## src/rtl/iir_biquad_filter.sv

```systemverilog
// Second-order Direct Form I IIR filter with double-buffered coefficients,
// saturating output with sticky flag, history flush and bypass.
module iir_biquad_filter #(
  parameter int unsigned NB   = 10,
  parameter int unsigned NC   = 10,
  parameter int unsigned FRAC = 9
) (
  input  logic                 CLK,
  input  logic                 RST,
  input  logic signed [NB-1:0] DIN,
  input  logic                 VIN,
  input  logic                 COEF_WE,
  input  logic [2:0]           COEF_ADDR,
  input  logic signed [NC-1:0] COEF_DATA,
  input  logic                 COEF_COMMIT,
  input  logic                 FLUSH,
  input  logic                 BYPASS,
  input  logic                 CLR_SAT,
  output logic signed [NB-1:0] DOUT,
  output logic                 VOUT,
  output logic                 SAT
);

  localparam int unsigned ACC_W = NB + NC + 3;
  localparam int unsigned NCOEF = 5;
  localparam int unsigned IDX_B0 = 0;
  localparam int unsigned IDX_B1 = 1;
  localparam int unsigned IDX_B2 = 2;
  localparam int unsigned IDX_A1 = 3;
  localparam int unsigned IDX_A2 = 4;

  localparam logic signed [NB-1:0]    OUT_MAX = {1'b0, {(NB-1){1'b1}}};
  localparam logic signed [NB-1:0]    OUT_MIN = {1'b1, {(NB-1){1'b0}}};
  localparam logic signed [ACC_W-1:0] ACC_MAX = ACC_W'(OUT_MAX);
  localparam logic signed [ACC_W-1:0] ACC_MIN = ACC_W'(OUT_MIN);

  // Coefficient banks: shadow is written by the host, active feeds the MACs
  logic signed [NC-1:0] shd_q [NCOEF];
  logic signed [NC-1:0] shd_d [NCOEF];
  logic signed [NC-1:0] act_q [NCOEF];
  logic signed [NC-1:0] act_d [NCOEF];

  logic signed [NB-1:0] x1_q, x1_d, x2_q, x2_d;
  logic signed [NB-1:0] y1_q, y1_d, y2_q, y2_d;
  logic signed [NB-1:0] dout_q, dout_d;
  logic                 vout_q, vout_d;
  logic                 sat_q, sat_d;

  logic signed [ACC_W-1:0] acc_c;
  logic signed [ACC_W-1:0] shf_c;
  logic signed [NB-1:0]    y_c;
  logic                    clip_c;
  logic                    filt_c;

  // Operands widened to the accumulator width so no product or sum can wrap
  function automatic logic signed [ACC_W-1:0] mul(
    input logic signed [NC-1:0] c,
    input logic signed [NB-1:0] s
  );
    logic signed [ACC_W-1:0] ce;
    logic signed [ACC_W-1:0] se;
    ce  = ACC_W'(c);
    se  = ACC_W'(s);
    mul = ce * se;
  endfunction

  // Filter datapath: MAC, arithmetic shift (floor), clamp
  always_comb begin
    acc_c = mul(act_q[IDX_B0], DIN)
          + mul(act_q[IDX_B1], x1_q)
          + mul(act_q[IDX_B2], x2_q)
          - mul(act_q[IDX_A1], y1_q)
          - mul(act_q[IDX_A2], y2_q);
    shf_c  = acc_c >>> FRAC;
    clip_c = 1'b0;
    y_c    = shf_c[NB-1:0];
    if (shf_c > ACC_MAX) begin
      y_c    = OUT_MAX;
      clip_c = 1'b1;
    end else if (shf_c < ACC_MIN) begin
      y_c    = OUT_MIN;
      clip_c = 1'b1;
    end
  end

  assign filt_c = VIN && !BYPASS;

  // Next-state: coefficients, history, output registers, sticky flag
  always_comb begin
    for (int i = 0; i < NCOEF; i++) begin
      shd_d[i] = shd_q[i];
      act_d[i] = act_q[i];
    end
    x1_d   = x1_q;
    x2_d   = x2_q;
    y1_d   = y1_q;
    y2_d   = y2_q;
    dout_d = dout_q;
    vout_d = 1'b0;
    sat_d  = sat_q;

    // Commit reads the registered shadow, so a same-cycle write is not copied
    for (int i = 0; i < NCOEF; i++) begin
      if (COEF_COMMIT) act_d[i] = shd_q[i];
      if (COEF_WE && (COEF_ADDR == 3'(i))) shd_d[i] = COEF_DATA;
    end

    if (VIN) begin
      vout_d = 1'b1;
      dout_d = BYPASS ? DIN : y_c;
    end

    if (filt_c) begin
      x2_d = x1_q;
      x1_d = DIN;
      y2_d = y1_q;
      y1_d = y_c;
    end

    if (FLUSH) begin
      x1_d = '0;
      x2_d = '0;
      y1_d = '0;
      y2_d = '0;
    end

    if (CLR_SAT) sat_d = 1'b0;
    if (filt_c && clip_c) sat_d = 1'b1;
  end

  always_ff @(posedge CLK or posedge RST) begin
    if (RST) begin
      for (int i = 0; i < NCOEF; i++) begin
        shd_q[i] <= '0;
        act_q[i] <= '0;
      end
      x1_q   <= '0;
      x2_q   <= '0;
      y1_q   <= '0;
      y2_q   <= '0;
      dout_q <= '0;
      vout_q <= 1'b0;
      sat_q  <= 1'b0;
    end else begin
      for (int i = 0; i < NCOEF; i++) begin
        shd_q[i] <= shd_d[i];
        act_q[i] <= act_d[i];
      end
      x1_q   <= x1_d;
      x2_q   <= x2_d;
      y1_q   <= y1_d;
      y2_q   <= y2_d;
      dout_q <= dout_d;
      vout_q <= vout_d;
      sat_q  <= sat_d;
    end
  end

  assign DOUT = dout_q;
  assign VOUT = vout_q;
  assign SAT  = sat_q;

endmodule

```

## config.mk

```make
export PLATFORM = sky130hd
export DESIGN_NAME = iir_biquad_filter
export DESIGN_NICKNAME = d
export VERILOG_FILES = /design/src/rtl/iir_biquad_filter.sv
export SDC_FILE = /design/constraint.sdc
export NUM_CORES = 2
export LEC_CHECK = 0
export CELL_PAD_IN_SITES_DETAIL_PLACEMENT = 1
export CELL_PAD_IN_SITES_GLOBAL_PLACEMENT = 1
export CORE_ASPECT_RATIO = 1.1
export CORE_MARGIN = 2
export CORE_UTILIZATION = 57
export CTS_CLUSTER_SIZE = 25
export DETAILED_ROUTE_END_ITERATION = 10
export PLACE_DENSITY_LB_ADDON = 0.3
export SYNTH_ARGS = -nofsm -noshare
export SYNTH_HDL_FRONTEND = slang
export SYNTH_SLANG_ARGS = --single-unit
```

## constraint.sdc

```tcl
create_clock -name CLK -period 13.6 [get_ports CLK]
set_input_delay 2.72 -clock CLK [delete_from_list [all_inputs] [get_ports CLK]]
set_output_delay 2.72 -clock CLK [all_outputs]
set_load 0.01 [all_outputs]
```

After elaboration in Yosys (flattened, before gate mapping)
Index checks and enable logic that the tools add are counted.
- word-level logic and storage cells: 59
- bits of input ports: 31
- register bits: 152
- output and inout bits: 12
- muxes and demuxes: 16
- reduce and logical (&&, ||, !) cells: 11
- multiply operators: 5
- $add $sub $neg: 4
- $lt $le $gt $ge: 2
- equal/unequal tests: 4
- operators by type and width (cell ; count):
    $mux 10 ; 11
    $mul 10x10->20 ; 5
    $sub 22x20->23 ; 1
    $sub 23x20->23 ; 1
    $add 21x20->22 ; 1
    $add 20x20->21 ; 1
    $gt 14x10->1 const B ; 1
    $lt 14x10->1 const B ; 1
    $logic_and 1x1->1 ; 7
    $eq 3x2->1 const B ; 2
    $mux 1 ; 5
    $reduce_bool 2->1 ; 2
    $eq 3x1->1 const B ; 1
    $eq 3x3->1 const B ; 1
    $logic_not 3->1 ; 1
    $logic_not 1->1 ; 1

Depth between registers and ports, before layout
- word-level depth: 10
- mapped depth: 30
- mapped depth without buffers: 29

Least setup slack after synthesis
No wires, ideal clock.
- kind: input to register
- start point: input port DIN[1]
- end point: register y1_q[7]
- data required time: 13.464 ns
- data arrival time: 9.995 ns
- library setup time: 0.136 ns
- path slack: 3.469 ns
- path buffers: 1
- stages on the path: 25
- path through: clkbuf_1 > nand2_1 > inv_1 > fa_1 > inv_1 > fa_1 > fa_1 > fa_1 > fa_1 > fa_1 > inv_1 > fa_1 > fa_1 > inv_1 > fa_1 > inv_1 > ha_1 > a2111oi_0 > o21ai_0 > a32oi_1 > a21oi_1 > o21ai_0 > o311ai_4 > a311oi_1 > nor3_1
- longest elaborated chain between the ends: 10
- elaborated cells on any way between the ends: 11
- classes of those cells: 4 x add/sub; 1 x mul; 2 x order compare; 4 x mux
- RTL lines (item ; line ; source):
    from (decl) ; 10 ; input logic signed [NB-1:0] DIN,
    $mul 10x10->20 * ; 64 ; mul = ce * se;
    $add 20x20->21 * ; 70 ; + mul(act_q[IDX_B1], x1_q)
    $add 21x20->22 * ; 71 ; + mul(act_q[IDX_B2], x2_q)
    $sub 22x20->23 * ; 72 ; - mul(act_q[IDX_A1], y1_q)
    $sub 23x20->23 * ; 73 ; - mul(act_q[IDX_A2], y2_q);
    $lt 14x10->1 ; 80 ; end else if (shf_c < ACC_MIN) begin
    $mux 10 ; 80 ;
    $mux 10 * ; 77 ; if (shf_c > ACC_MAX) begin
    $mux 10 * ; 113 ; if (filt_c) begin
    $mux 10 * ; 120 ; if (FLUSH) begin
    to (signal assigned) ; 151 ; y1_q <= y1_d;
    to (decl) ; 44 ; logic signed [NB-1:0] y1_q, y1_d, y2_q, y2_d;
Every way passes the cells marked *; elsewhere a longest branch is shown, timed or not. The select of a mux whose other input is x is not followed.
A chain may end at the register's enable or synchronous reset.

Worst setup path in the final report
Same ends and word-level chain as after synthesis.

==> flow_summary_export.csv <==
group,metric,value,unit
global_route,antenna_found_initial,0,
logic_synthesis,async_reset_ff_share,100.0,%
die,rows,84,
final_layout,nNetsFinal,3551,
clock_tree,clock_path_buffers,2,
run,max_cap_violations,0,
clock_tree,root_buffer,"clkbuf_16",
clock_tree,post_cts_buffers,0,
final_layout,nFillCells,5286,
critical_path,path_max_fanout,12,
drt,viasPerCell,5.613,
global_route,met2_usage,62.48,%
sta,worst_slack,2.363,ns
clock_tree,h-tree-depth,4,
placement,dp_hpwl,65.71,mm
sta,tns,0,ns
sta,relSlewSlack,10.46,%
placement,dp_slack,1.947,ns
logic_synthesis,synth.avg_cell_area,9.996,µm²
clock_tree,numClockSinks,152,
sta,setup_viol,0,
drt,first_pass_iters,5,
drt,routedWlPerCell,24.05,µm
critical_path,cp-start-kind,"input port",
critical_path,worst_ep_arrival_time,11.56,ns
global_route,grt_pass1_vias,22851,
logic_synthesis,synth_edf_count,0,
critical_path,endpoint_kind,"flop",
sta,rsz0062_at_grt,"no",
die,core,47720,µm²
logic_synthesis,synth_top_area_cell,"fa_1",
critical_path,critPathKind,"in2reg",
final_layout,final_area,28960,µm²
logic_synthesis,ys.flop_type,"dfrtp_1",
drt,routed_wl,80.72,mm
clock_tree,cts_tree,"built",
logic_synthesis,ys_top_cells_by_area,"fa_1, dfrtp_1, inv_1",
logic_synthesis,yosysTopAreaCellShare,46.98,%
drt,drt.antenna.violating_nets,0,
logic_synthesis,yosysSeqAreaShare,13.82,%
logic_synthesis,synthesis.nets,3608,
final_layout,drive_gt1_share,5.756,%
placement,placed_area,28340,µm²
clock_tree,clkTransAtPathRegs,0.07,ns
final_layout,area_growth,5.186,%
sta,period_share,82.62,%
die,io_pins,43,
global_route,grt_pass1_wl,128.3,mm
die,initial_core_util,57.69,%
sta,finalMaxSlewViolations,0,
drt,num_vias,18838,
placement,place_congestion,0.9229,
clock_tree,numCtsBuffers,17,
global_route,grt_max_degree,102,
sta,fin_worst_skew,0.01073,ns
sta,hold_viol_final,0,
clock_tree,clk_latency,0.48,ns
drt,drt_iter0_drc,911,
clock_tree,ctsResizeCount,0,
logic_synthesis,synth_cell_types,48,
drt,drc,0,
outcome,status,"finished clean",
logic_synthesis,postSynthCellCount,2754,
global_route,grt_use_total,35.20,%
hold_path,holdCritPathClass,"reg2reg",
sta,min_period,11.24,ns
global_route,overflow,0,
global_route,grt_most_used_layer,"met2",
clock_tree,cts_hold_buf,0,
die,dieWidth,213.5,µm
sta,fmax,89.00,MHz
die,die_area,50070,µm²
logic_synthesis,synth_area,27530,µm²
critical_path,cp.required,13.93,ns
logic_synthesis,yosys_warnings,0,
placement,io_buffer_count,42,
die,die_y,234.5,µm
global_route,use_met3,4.242,%
logic_synthesis,synth-seq-cells,152,
global_route,use_met1,39.13,%
sta,worstMarginPinSlew,1.343,ns
## area by class of cell
class | instances | area [µm²] | share of cell area, %
multi-input combinational | 1710 | 20390 | 70.40
sequential | 152 | 3804 | 13.14
inverter | 769 | 2892 | 9.986
tap | 645 | 807.0 | 2.787
timing repair buffer | 47 | 455.4 | 1.573
clock buffer | 17 | 425.4 | 1.469
clock inverter | 15 | 183.9 | 0.6352
antenna | 1 | 2.502 | 0.008642
## cells by family (layout without fill, tap and decap cells)
family                   count (synthesis)  count (layout)  synth area share (%)
other                                    0               1                     0
AO/OA/AOI/OAI                          103             103                 2.341
AND/OR/NAND/NOR                        649             649                 11.37
multiplexers                           104             104                 4.245
adder cells (fa/ha/maj)                823             823                 55.02
flip-flops                             152             152                 13.82
buffers and inverters                  892             848                 12.16
XOR/XNOR                                31              31                 1.036
## final timing paths
| kind | start | end | slack (ns) | depth (start not counted) |
|---|---|---|---|---|
| max | DIN[1] | y1_q[7] | 2.36 | 25 |
| min in group asynchronous | RST | shd_q[27] | 2.82 | 2 |
| max in group asynchronous | RST | shd_q[44] | 9.37 | 3 |
| max reg2reg | y1_q[1] | y1_q[7] | 4.58 | 23 |
| min reg2reg | shd_q[27] | act_q[27] | 0.50 | 1 |
| min | shd_q[27] | act_q[27] | 0.50 | 1 |
## registers in the layout, indices dropped and copies added (netlist names)
register  flops
act_q        50
shd_q        50
DOUT         10
x1_q         10
x2_q         10
y1_q         10
y2_q         10
SAT           1
VOUT          1
## synthesized netlist by cell type (9+ instances only)
cell type	instances
clkbuf_1	117
mux2_2	102
a21oi_1	51
ha_1	177
and2_1	193
xor2_1	9
xnor2_1	21
nor3_1	11
dfrtp_1	152
nand2b_1	26
nor2_1	41
o21ai_0	21
inv_1	767
fa_1	646
nand2_1	334
nor2b_1	15
## through the flow
| step | cells | utilization [%] | hold slack [ns] |
|---|---|---|---|
| global route | 3355 | 60.68 | 0.5175 |
| floorplan | 2754 | - | 0.4737 |
| finish | 3356 | 60.68 | 0.5046 |
| global placement | 3323 | 59.40 | 0.4790 |
| detailed placement | 3323 | 59.40 | 0.4912 |
| CTS | 3355 | 60.68 | 0.5089 |
## worst max-delay path: stages
cell	delay, ns
clkdlybuf4s50_1	0.66
nand2_1	0.24
inv_1	0.11
fa_1	0.77
inv_1	0.17
fa_1	0.49
fa_1	0.46
fa_1	0.53
fa_1	0.57
inv_1	0.06
fa_1	0.48
fa_1	0.51
fa_1	0.50
inv_1	0.05
fa_1	0.47
inv_1	0.04
ha_1	0.35
a2111oi_0	0.38
o21ai_0	0.18
a32oi_1	0.24
a21oi_1	0.12
o21ai_0	0.55
o311ai_4	0.36
a311oi_1	0.40
nor3_1	0.12
## per-layer routing
| metal | vias to the layer above | routed length [µm] |
|---|---|---|
| met5 | - | 0 |
| met1 | 10125 | 27780 |
| met3 | 277 | 3494 |
| li1 | 7768 | - |
| met2 | 668 | 42950 |
| met4 | 0 | 6491 |
## cells in the final DEF (no fill, tap or decap), drive strengths merged, types with 26 or more instances in the layout
master and n:
and2 193, clkdlybuf4s50 41, a21oi 51, nand2b 26, nor2 41, dfrtp 152
ha 177, nand2 334, inv 776, mux2 102, fa 646
Power is left out: the tool's default activity adds up to more than one toggle a clock period on the data nets, which glitch-free logic cannot reach.
